<file path="src/rtl/quad_step_decoder.sv">
// Quadrature A/B decoder: 2-flop sync, per-channel glitch filter, INIT/RUN FSM, registered step/dir/err.
// Edge sampled at k pulses after edge k+FILT_LEN+2; define QUAD_ERR_CNT_EN for a saturating err_count port.
module quad_step_decoder #(
    parameter int unsigned FILT_LEN = 4
) (
    input  logic       clk,
    input  logic       rst,
    input  logic       a_in,
    input  logic       b_in,
    output logic       enable,
    output logic       direction,
    output logic       err
`ifdef QUAD_ERR_CNT_EN
    ,
    output logic [7:0] err_count
`endif
);
    localparam logic [7:0] FILT_MAX  = 8'(FILT_LEN - 1);
    localparam logic [8:0] INIT_LAST = 9'(FILT_LEN + 1);

    typedef enum logic {ST_INIT = 1'b0, ST_RUN = 1'b1} state_t;
    state_t state_q, state_d;

    logic       a_s1_q, a_s2_q, b_s1_q, b_s2_q;
    logic       a_f_q, a_f_d, b_f_q, b_f_d;
    logic [7:0] a_cnt_q, a_cnt_d, b_cnt_q, b_cnt_d;
    logic [8:0] init_cnt_q, init_cnt_d;
    logic [1:0] prev_q, delta;
    logic       enable_q, enable_d, dir_q, dir_d, err_q, err_d;

    // Returns {filtered_next, count_next}.
    function automatic logic [8:0] filt_next(input logic s2, input logic f, input logic [7:0] cnt);
        if (s2 == f)
            return {f, 8'd0};
        else if (cnt == FILT_MAX)
            return {s2, 8'd0};
        else
            return {f, cnt + 8'd1};
    endfunction

    always_ff @(posedge clk) begin
        if (rst)
            state_q <= ST_INIT;
        else
            state_q <= state_d;
    end

    always_comb begin
        state_d = state_q;
        if (state_q == ST_INIT && init_cnt_q == INIT_LAST)
            state_d = ST_RUN;
    end

    // INIT copies the synchronised inputs straight through so a non-00 rest state is absorbed silently.
    always_comb begin
        a_f_d      = a_s2_q;
        b_f_d      = b_s2_q;
        a_cnt_d    = 8'd0;
        b_cnt_d    = 8'd0;
        init_cnt_d = init_cnt_q;
        if (state_q == ST_INIT) begin
            init_cnt_d = init_cnt_q + 9'd1;
        end else begin
            {a_f_d, a_cnt_d} = filt_next(a_s2_q, a_f_q, a_cnt_q);
            {b_f_d, b_cnt_d} = filt_next(b_s2_q, b_f_q, b_cnt_q);
        end
    end

    assign delta = prev_q ^ {a_f_q, b_f_q};

    always_comb begin
        enable_d = 1'b0;
        err_d    = 1'b0;
        dir_d    = dir_q;
        if (state_q == ST_RUN) begin
            case (delta)
                2'b11: err_d = 1'b1;
                2'b10, 2'b01: begin
                    enable_d = 1'b1;
                    // Up order 00->10->11->01: an A change lands on a!=b, a B change on a==b.
                    dir_d    = delta[1] ? (a_f_q ^ b_f_q) : ~(a_f_q ^ b_f_q);
                end
                default: ;
            endcase
        end
    end

    always_ff @(posedge clk) begin
        if (rst) begin
            a_s1_q     <= 1'b0;
            a_s2_q     <= 1'b0;
            b_s1_q     <= 1'b0;
            b_s2_q     <= 1'b0;
            a_f_q      <= 1'b0;
            b_f_q      <= 1'b0;
            a_cnt_q    <= 8'd0;
            b_cnt_q    <= 8'd0;
            init_cnt_q <= 9'd0;
            prev_q     <= 2'b00;
            enable_q   <= 1'b0;
            dir_q      <= 1'b0;
            err_q      <= 1'b0;
        end else begin
            a_s1_q     <= a_in;
            a_s2_q     <= a_s1_q;
            b_s1_q     <= b_in;
            b_s2_q     <= b_s1_q;
            a_f_q      <= a_f_d;
            b_f_q      <= b_f_d;
            a_cnt_q    <= a_cnt_d;
            b_cnt_q    <= b_cnt_d;
            init_cnt_q <= init_cnt_d;
            prev_q     <= {a_f_q, b_f_q};
            enable_q   <= enable_d;
            dir_q      <= dir_d;
            err_q      <= err_d;
        end
    end

    assign enable    = enable_q;
    assign direction = dir_q;
    assign err       = err_q;

`ifdef QUAD_ERR_CNT_EN
    logic [7:0] err_cnt_q, err_cnt_d;

    always_comb begin
        err_cnt_d = err_cnt_q;
        if (err_q && err_cnt_q != 8'hFF)
            err_cnt_d = err_cnt_q + 8'd1;
    end

    always_ff @(posedge clk) begin
        if (rst)
            err_cnt_q <= 8'd0;
        else
            err_cnt_q <= err_cnt_d;
    end

    assign err_count = err_cnt_q;
`endif

endmodule

</file>
<file path="config.mk">
export PLATFORM = sky130hd
export DESIGN_NAME = quad_step_decoder
export DESIGN_NICKNAME = d
export VERILOG_FILES = /design/src/rtl/quad_step_decoder.sv
export SDC_FILE = /design/constraint.sdc
export NUM_CORES = 1
export LEC_CHECK = 0
export CORE_MARGIN = 10
export CORE_UTILIZATION = 35
export DETAILED_ROUTE_END_ITERATION = 6
export PLACE_DENSITY = 0.47
export SETUP_SLACK_MARGIN = 0.2
export SYNTH_ARGS = -nofsm -noshare
export SYNTH_HDL_FRONTEND = slang
export SYNTH_SLANG_ARGS = --single-unit
</file>
<file path="constraint.sdc">
create_clock -name clk -period 4.21 [get_ports clk]
set_clock_uncertainty 0.1 [all_clocks]
set_input_delay 1.263 -clock clk [delete_from_list [all_inputs] [get_ports clk]]
set_output_delay 1.263 -clock clk [all_outputs]
set_load 0.005 [all_outputs]
</file>
==> impl_metrics.csv <==
group,metric,value,unit
route,routed_wl,2680,um
setup_path,cp.required,4320,ps
route,drt_iter0_drc,71,
setup_path,worstSetupPathType,"in -> reg",
setup_path,worst_path_max_delay_cell,"nor2b_1",
power_and_ir_drop,power_leakage,0.620,nW
finish,drive_gt1_share,9.88,%
timing,finalCritPeriodShare,62.0,%
job,cap_violations,0,
die,initial_core_util,37.2,%
yosys,syn-num-nets,169,
clock_network,clk_latency,280,ps
setup_path,r2r_cells,4,
yosys,ys_ff_latch,37,
min_path,hp-class,"reg -> reg",
die,die_y,86.1,um
placement,port_buffers,6,
min_path,whs_path_depth,1,
setup_path,end_kind,"flip-flop",
setup_path,setup.worst_path.start,"rst",
route,drc,0,
yosys,synth_area,0.00153,mm2
die,chipWidth,86.1,um
global_routing,grt_max_degree,21,
setup_path,startpoint_type,"input pin",
global_routing,grt.overflow.total,0,
clock_network,cts.sinks,37,
timing,hold_viol_final,0,
clock_network,holdBufCountCts,0,
route,dr_wl_met3,88,um
finish,final_cell_mix,"dfxtp_1 (37), nor2_1 (16), a21oi_1 (13)",
clock_network,cts_buffers,5,
setup_path,r2r_slack,2300,ps
setup_path,crit_buf_inv,2,
clock_network,clk_pin_slew,70,ps
yosys,syn_inst,160,
setup_path,r2r-end,"a_f_q",
setup_path,crit_end,"b_cnt_q[7]",
timing,slew_headroom,67.9,%
yosys,avgSynthCellArea,9.56,um2
finish,syn_to_final_growth,15.6,%
clock_network,clockBufferDepth,2,
finish,diodes,0,
finish,mostFrequentLayoutCell,"dfxtp_1",
clock_network,clockRootBuffer,"clkbuf_8",
power_and_ir_drop,worst_ir_drop_vdd,0.228,mV
yosys,synth_warnings,0,
setup_path,arrival,2720,ps
setup_path,crit_chain,"clkdlybuf4s50_1 -> buf_4 -> nor2b_1 -> o211ai_2 -> a21oi_1",
timing,tightest_slew,480,ps
setup_path,critPathTopFamily,"buffers and inverters",
setup_path,timing.rr.start,"a_cnt_q[0]",
power_and_ir_drop,p_per_area,399,mW/mm2
die,ios,7,
timing,timing.hold.ws,333,ps
yosys,synth-seq-area-share,48.4,%
timing,drv_slew,0,
route,final_antenna_net_count,0,
yosys,synth_cell_types,27,
global_routing,grt_pass1_vias,1019,
route,dr.pass1.iters,4,
die,row_count,23,
global_routing,track_usage,7.53,%
die,dieArea,0.00741,mm2
route,routedWlPerCell,12.0,um
setup_path,cp.depth,5,
timing,rsz0062_at_grt,"false",
clock_network,cts_tree,"yes",
timing,period_minus_slack,2610,ps
global_routing,antenna_found_initial,0,
global_routing,grt_pass1_wl,4600,um
timing,setup_viol,0,
finish,final_nets,180,
clock_network,ctsResizeCount,0,
finish,nFillCells,422,
route,routed.top_layer,"met4",
status,status,"completed",
setup_path,critical-path-max-stage-delay,400,ps
route,wl_met2,1120,um
setup_path,critPathMaxFanout,20,
timing,max_freq,383,MHz
route,dr_total_vias,1095,
clock_network,cts_setup_buffers,0,
placement,place.gp.congestion,0.746,
placement,dpl.hpwl,1900,um
route,routed_via_density,4.93,
route,wl_met1,1440,um
die,core_area,0.00412,mm2
clock_network,htree_levels,2,
timing,setup_tns,0,ps
## layout make-up
type | instances | area, um2 | area share (%)
Multi-Input combinational cell | 116 | 762 | 43.1
Tap cell | 50 | 62.6 | 3.54
Timing Repair Buffer | 7 | 67.6 | 3.82
Inverter | 4 | 15.0 | 0.849
Clock inverter | 2 | 37.5 | 2.12
Clock buffer | 6 | 82.6 | 4.67
Sequential cell | 37 | 741 | 41.9
## synthesized netlist by cell type, drive strengths merged
cell type	number	area (um2)
and2	2	12.5
nor2	16	60.1
clkbuf	2	7.51
or4b	1	13.8
or4	1	11.3
nor4b	2	17.5
xor2	10	87.6
and3	1	6.26
ha	5	62.6
o211ai	2	33.8
xnor2	5	43.8
o21ai	12	67.6
nand4	4	25.0
nand2	7	26.3
dfxtp	37	741
nand4b	3	26.3
buf	1	3.75
nor2b	10	62.6
or3	11	68.8
or3b	1	8.76
mux2	2	22.5
a21oi	13	65.1
inv	4	15.0
nand3	8	40.0
## how the worst min path moves through the flow
stage | from | to
after global placement | a_s1_q | a_s2_q
after CTS | b_s1_q | b_s2_q
final | b_s1_q | b_s2_q
after floorplan | a_s1_q | a_s2_q
after detailed placement | a_s1_q | a_s2_q
after global routing | b_s1_q | b_s2_q
## metrics by stage
stage | total power, mW | util [%] | worst slack [ps] | instance area, um2 | instances
floorplan | 0.390 | - | 2110 | 1530 | 160
global placement | 0.398 | 40.0 | 1390 | 1650 | 214
detailed placement | 0.398 | 40.0 | 1260 | 1650 | 214
CTS | 0.717 | 43.0 | 1570 | 1770 | 222
global route | 0.737 | 43.0 | 1510 | 1770 | 222
finish | 0.706 | 43.0 | 1600 | 1770 | 222
## routing by layer
layer / up-vias / GRT usage (%)
met1: 504 / 9.87
li1: 578 / -
met5: - / 0
met3: 4 / 2.84
met4: 0 / 3.14
met2: 9 / 10.7
## registers in the layout (all words and copies together) (netlist names)
register    count
a_f_q           1
direction       1
a_s1_q          1
a_s2_q          1
enable          1
state_q         1
b_s1_q          1
b_s2_q          1
b_cnt_q         8
init_cnt_q      9
a_cnt_q         8
b_f_q           1
err             1
prev_q          2
## kinds of logic (layout without fill, tap and decap cells)
group	after synthesis	after routing	synth area share (%)
DFF	37	37	48.4
AOI/OAI and AO/OA	27	27	10.9
adders and majority gates	5	5	4.09
buffers and inverters	7	19	1.72
and+or+nand+nor	67	67	24.8
xor gates and xnor gates	15	15	8.59
muxes	2	2	1.47
## power by group
part / internal (mW) / switching (mW)
Clock: 0.193 / 0.123
Combinational: 0.0138 / 0.0123
Sequential: 0.356 / 0.00808
Power figures use the tool's default switching activity.
